--- config.mk ---
export PLATFORM = sky130hd
export DESIGN_NAME = premuat_ctrl
export DESIGN_NICKNAME = d
export VERILOG_FILES = /design/src/rtl/tq_pkg.sv /design/src/rtl/premuat_ctrl_oreg.sv /design/src/rtl/premuat_ctrl.sv
export SDC_FILE = /design/constraint.sdc
export NUM_CORES = 1
export LEC_CHECK = 0
export ABC_AREA = 1
export CELL_PAD_IN_SITES_DETAIL_PLACEMENT = 0
export CELL_PAD_IN_SITES_GLOBAL_PLACEMENT = 2
export CORE_ASPECT_RATIO = 0.7
export CORE_MARGIN = 1
export CORE_UTILIZATION = 27
export CTS_CLUSTER_DIAMETER = 30
export CTS_CLUSTER_SIZE = 40
export DETAILED_ROUTE_END_ITERATION = 7
export HOLD_SLACK_MARGIN = 0.06
export PLACE_DENSITY = 0.87
export SLEW_MARGIN = 30
export SYNTH_ARGS = -nofsm -noshare
export SYNTH_HDL_FRONTEND = slang
export SYNTH_SLANG_ARGS = --single-unit
--- constraint.sdc ---
create_clock -name clk -period 1.6 [get_ports clk]
set_input_delay 0.24 -clock clk [delete_from_list [all_inputs] [get_ports clk]]
set_output_delay 0.24 -clock clk [all_outputs]
set_load 0.1 [all_outputs]
--- src/rtl/tq_pkg.sv ---
// Shared definitions for the TQ permutation sequencing logic: size codes,
// the row count of each transform size, and the controller FSM states.
package tq_pkg;

  localparam logic [1:0] SIZE_4  = 2'd0;
  localparam logic [1:0] SIZE_8  = 2'd1;
  localparam logic [1:0] SIZE_16 = 2'd2;
  localparam logic [1:0] SIZE_32 = 2'd3;

  typedef enum logic [1:0] {
    ST_IDLE  = 2'd0,
    ST_RUN   = 2'd1,
    ST_DRAIN = 2'd2
  } state_t;

  // Rows per pass: 4, 8, 16 or 32.
  function automatic logic [5:0] size_to_n(input logic [1:0] size);
    return 6'd4 << size;
  endfunction

endpackage

--- src/rtl/premuat_ctrl_oreg.sv ---
// Tagged output register toward the transform datapath. It loads on an
// accepted row, holds while the consumer stalls, and empties once taken.
module premuat_ctrl_oreg #(
  parameter int ROW_W = 5
) (
  input  logic             clk,
  input  logic             rst,
  input  logic             load,
  input  logic             take,
  input  logic [ROW_W-1:0] row_d,
  input  logic             pass_d,
  input  logic             enable_8_d,
  input  logic             enable_16_d,
  input  logic             enable_32_d,
  input  logic             inverse_d,
  input  logic             last_d,
  output logic             valid,
  output logic [ROW_W-1:0] row,
  output logic             pass,
  output logic             enable_8,
  output logic             enable_16,
  output logic             enable_32,
  output logic             inverse,
  output logic             last
);

  always_ff @(posedge clk) begin
    if (rst) begin
      valid     <= 1'b0;
      row       <= '0;
      pass      <= 1'b0;
      enable_8  <= 1'b0;
      enable_16 <= 1'b0;
      enable_32 <= 1'b0;
      inverse   <= 1'b0;
      last      <= 1'b0;
    end else if (load) begin
      valid     <= 1'b1;
      row       <= row_d;
      pass      <= pass_d;
      enable_8  <= enable_8_d;
      enable_16 <= enable_16_d;
      enable_32 <= enable_32_d;
      inverse   <= inverse_d;
      last      <= last_d;
    end else if (valid && take) begin
      // Tags stay put after the row is taken; only valid drops.
      valid <= 1'b0;
    end
  end

endmodule

--- src/rtl/premuat_ctrl.sv ---
// Sequences one transform block as two passes of N rows, tagging each row
// with index, pass and the premuat_8/16/32 enables plus inverse select.
module premuat_ctrl
  import tq_pkg::*;
#(
  parameter int ROW_W = 5
) (
  input  logic             clk,
  input  logic             rst,
  input  logic             i_start,
  input  logic [1:0]       i_size,
  input  logic             i_inverse,
  input  logic             i_valid,
  output logic             o_ready,
  input  logic             i_ready,
  output logic             o_valid,
  output logic             o_enable_8,
  output logic             o_enable_16,
  output logic             o_enable_32,
  output logic             o_inverse,
  output logic [ROW_W-1:0] o_row,
  output logic             o_pass,
  output logic             o_last,
  output logic             o_done,
  output logic             o_busy,
  output state_t           dbg_state
);

  // Handshake: upstream row moves when i_valid && o_ready; downstream row
  // moves when o_valid && i_ready. o_valid and tags never change while
  // o_valid && !i_ready, and o_ready is low whenever the register is stuck.

  state_t           state;
  logic [1:0]       size_q;
  logic             inverse_q;
  logic [ROW_W-1:0] row_q;
  logic             pass_q;
  logic             done_q;

  logic [5:0]       n_rows;
  logic [ROW_W-1:0] last_row;
  logic             at_end;
  logic             accept;
  logic             en_8;
  logic             en_16;
  logic             en_32;

  assign n_rows   = size_to_n(size_q);
  assign last_row = ROW_W'(n_rows - 6'd1);
  assign at_end   = (row_q == last_row);

  assign en_8  = (size_q != SIZE_4);
  assign en_16 = size_q[1];
  assign en_32 = (size_q == SIZE_32);

  assign o_ready   = (state == ST_RUN) && (!o_valid || i_ready);
  assign accept    = i_valid && o_ready;
  assign o_done    = done_q;
  assign o_busy    = (state != ST_IDLE);
  assign dbg_state = state;

  always_ff @(posedge clk) begin
    if (rst) begin
      state     <= ST_IDLE;
      size_q    <= SIZE_4;
      inverse_q <= 1'b0;
      row_q     <= '0;
      pass_q    <= 1'b0;
      done_q    <= 1'b0;
    end else begin
      done_q <= 1'b0;
      case (state)
        ST_IDLE: begin
          // A start landing on the done pulse belongs to the finished block.
          if (i_start && !done_q) begin
            size_q    <= i_size;
            inverse_q <= i_inverse;
            row_q     <= '0;
            pass_q    <= 1'b0;
            state     <= ST_RUN;
          end
        end
        ST_RUN: begin
          if (accept) begin
            if (at_end) begin
              if (!pass_q) begin
                row_q  <= '0;
                pass_q <= 1'b1;
              end else begin
                state <= ST_DRAIN;
              end
            end else begin
              row_q <= row_q + ROW_W'(1);
            end
          end
        end
        ST_DRAIN: begin
          if (!o_valid || i_ready) begin
            done_q <= 1'b1;
            state  <= ST_IDLE;
          end
        end
        default: state <= ST_IDLE;
      endcase
    end
  end

  premuat_ctrl_oreg #(
    .ROW_W(ROW_W)
  ) u_oreg (
    .clk         (clk),
    .rst         (rst),
    .load        (accept),
    .take        (i_ready),
    .row_d       (row_q),
    .pass_d      (pass_q),
    .enable_8_d  (en_8),
    .enable_16_d (en_16),
    .enable_32_d (en_32),
    .inverse_d   (inverse_q),
    .last_d      (pass_q && at_end),
    .valid       (o_valid),
    .row         (o_row),
    .pass        (o_pass),
    .enable_8    (o_enable_8),
    .enable_16   (o_enable_16),
    .enable_32   (o_enable_32),
    .inverse     (o_inverse),
    .last        (o_last)
  );

endmodule

==> impl_metrics.csv <==
group,metric,value,unit
status,outcome,"finished, final reports clean",
worst_setup_path,cp_slowest_stage_delay,450,ps
sta,hold_viol,0,
sta,setup_viol,0,
finish,syn2layout_area_growth,54.0,%
finish,finalInstanceArea,1720,µm²
sta,slew_headroom,71.6,%
sta,final_max_slew_viol_count,0,
placed_design,hpwl,2140,µm
finish,final_common_cell,"nand2_1",
power_and_ir_drop,leakagePower,0.658,nW
clocking,cts_hold_buf,0,
global_routing,grt-ovfl-total,0,
finish,nets,187,
route,wl,2860,µm
sta,worst_slack,59.9,ps
clocking,clkLatencyLatePin,270,ps
power_and_ir_drop,power_density,1460,nW/µm²
route,first_pass_iters,4,
sta,rsz0062_at_grt,"false",
route,drtIter0Drc,22,
clocking,clk_pin_slew,90,ps
worst_setup_path,end_kind,"output pin",
synthesis,syn_area_per_cell,7.74,µm²
route,drcViolationCount,0,
sta,fmax,649,MHz
worst_setup_path,cp.arrival,1300,ps
sta,period_minus_slack,1540,ps
worst_setup_path,critPathRequiredTime,1360,ps
worst_setup_path,start_kind,"primary input",
floorplan,ios,25,
floorplan,initial_utilization,28.2,%
synthesis,synth.cell_area,1110,µm²
placed_design,pre_cts_ws,-75.4,ps
route,wl_per_cell,12.5,µm
clocking,cts_tree,"yes",
worst_setup_path,cp_cell_sequence,"clkdlybuf4s50_1 > or2_1 > inv_2 > nor2_4 > buf_12",
power_and_ir_drop,ir_worst_vdd,1.12,mV
clocking,root_buffer,"clkbuf_8",
finish,drive_above_1_share,32.2,%
floorplan,fp-row-count,19,
job,maxCapViolations,0,
synthesis,ys_seq_area_share,43.1,%
sta,finalClockSkew,2.29,ps
finish,n_antenna_cell,0,
synthesis,yosys_warnings,0,
clocking,clk_path_buf_depth,2,
global_routing,grt_use_total,14.6,%
clocking,htree_levels,1,
placed_design,numPortBuffers,24,
worst_setup_path,worstPathBufferInverterCount,3,
placed_design,dpl-instance-area,1620,µm²
sta,worst_hold_slack,472,ps
power_and_ir_drop,design_power_total,2.51,mW
route,ant_nets,0,
finish,final_cell_mix,"nand2_1, dfxtp_1, a21oi_1, buf_12, nor2_1",
global_routing,grt_first_pass_wirelength,4910,µm
worst_setup_path,cpLargestDelayFamily,"buffers and inverters",
worst_setup_path,worst_path_max_delay_cell,"clkdlybuf4s50_1",
route,vias_per_cell,4.56,
global_routing,grt_pass1_vias,1047,
floorplan,die_w,78.8,µm
clocking,cts.sinks,24,
floorplan,core,3950,µm²
global_routing,grt_antenna_before_repair,0,
clocking,cts_made_buffers,3,
sta,worst_pin_slew,425,ps
worst_setup_path,crit_type,"primary input to output pin",
placed_design,gp_congestion,0.749,
floorplan,die_area,4390,µm²
synthesis,synthCells,144,
route,dr_total_vias,1045,
synthesis,synth-seq-cells,24,
worst_setup_path,path_max_fanout,4,
synthesis,ys_types,25,
global_routing,grt_max_degree,20,
sta,fin_crit_sh,96.3,%
synthesis,synth_fp_nets,153,
floorplan,die_h,55.8,µm
worst_hold_path,hold_class,"flop to flop",
## final cells by class
cell class	count	area, µm²
Fill cell	413	2230
Multi-Input combinational cell	101	554
Sequential cell	24	492
Timing Repair Buffer	32	470
Inverter	16	68.8
Clock buffer	4	66.3
Tap cell	52	65.1
## registers in the layout (all words and copies together), names as in the netlist
name / cells
row_q: 5
u_oreg.enable_8: 1
u_oreg.inverse: 1
u_oreg.enable_16: 1
size_q: 2
u_oreg.row: 5
inverse_q: 1
u_oreg.valid: 1
u_oreg.last: 1
dbg_state: 2
u_oreg.enable_32: 1
o_done: 1
u_oreg.pass: 1
pass_q: 1
## power by group
group / internal (mW) / switching [mW] / leakage (nW) / total (mW)
Sequential: 0.680 / 0.0809 / 0.198 / 0.761
Combinational: 0.447 / 0.818 / 0.426 / 1.26
Clock: 0.272 / 0.207 / 0.0339 / 0.479
Total: 1.40 / 1.11 / 0.658 / 2.51
## worst reg2reg max path, cell delays in order, from the launching register on
cell        delay (ps)
dfxtp_4            360
buf_4              140
nor2_4             150
clkinvlp_4         150
o22a_1             240
nand2_1             80
nand2_1             70
nor2_1              90
nor2_1              40
## what timing repair did
item                       in CTS  in global routing
gates resized for setup         0                  3
setup endpoints to repair       0                  5
setup buffers                   0                  4
## stage by stage
stage / util (%) / setup TNS, ps / instances
2_1_floorplan: - / -313 / 144
3_3_place_gp: 41.0 / 0 / 221
3_5_place_dp: 41.0 / -141 / 221
4_1_cts: 42.6 / 0 / 225
5_1_grt: 43.5 / 0 / 229
6_report: 43.5 / 0 / 229
## synthesized netlist by cell type
| cell | instances | area [µm²] |
|---|---|---|
| dfxtp_1 | 24 | 480 |
| ha_1 | 1 | 12.5 |
| o21ai_0 | 8 | 40.0 |
| nor2_1 | 11 | 41.3 |
| o22a_1 | 1 | 8.76 |
| a31oi_1 | 1 | 6.26 |
| nand2_4 | 2 | 22.5 |
| a21oi_1 | 17 | 85.1 |
| o21a_1 | 1 | 7.51 |
| nand3_4 | 2 | 35.0 |
| or2_1 | 1 | 6.26 |
| nand3_1 | 6 | 30.0 |
| clkbuf_8 | 1 | 13.8 |
| nand2_2 | 2 | 12.5 |
| inv_2 | 6 | 22.5 |
| nor2_4 | 3 | 33.8 |
| nand3_2 | 2 | 20.0 |
| inv_1 | 9 | 33.8 |
| nor2_2 | 1 | 6.26 |
| buf_2 | 1 | 5.00 |
| nand4_1 | 5 | 31.3 |
| inv_6 | 1 | 8.76 |
| nand2_1 | 36 | 135 |
| buf_6 | 1 | 11.3 |
| nor3_1 | 1 | 5.00 |
## cell families (layout without fill, tap and decap cells)
kind of cell	after synthesis	after routing	synth area share, %
AOI/OAI and AO/OA	28	28	13.2
DFF	24	24	43.1
and+or+nand+nor	72	72	34.0
adders and majority gates	1	1	1.12
buffers and inverters	19	52	8.53
## metal layers
metal	vias up	track usage (%)	part of all wire [%]
met5	-	0	0
met4	0	3.17	0.56
met3	2	4.92	4.7
met2	17	21.2	43
met1	486	20.9	52
li1	540	-	-
## final timing paths
kind,from,end,slack (ps),cells after the start
max,i_ready,o_ready,60,5
min,inverse_q,inverse_q,470,2
max reg2reg,dbg_state[0],dbg_state[1],190,8
min reg2reg,inverse_q,inverse_q,470,2
Note: power is estimated with default switching activity, not from simulation.
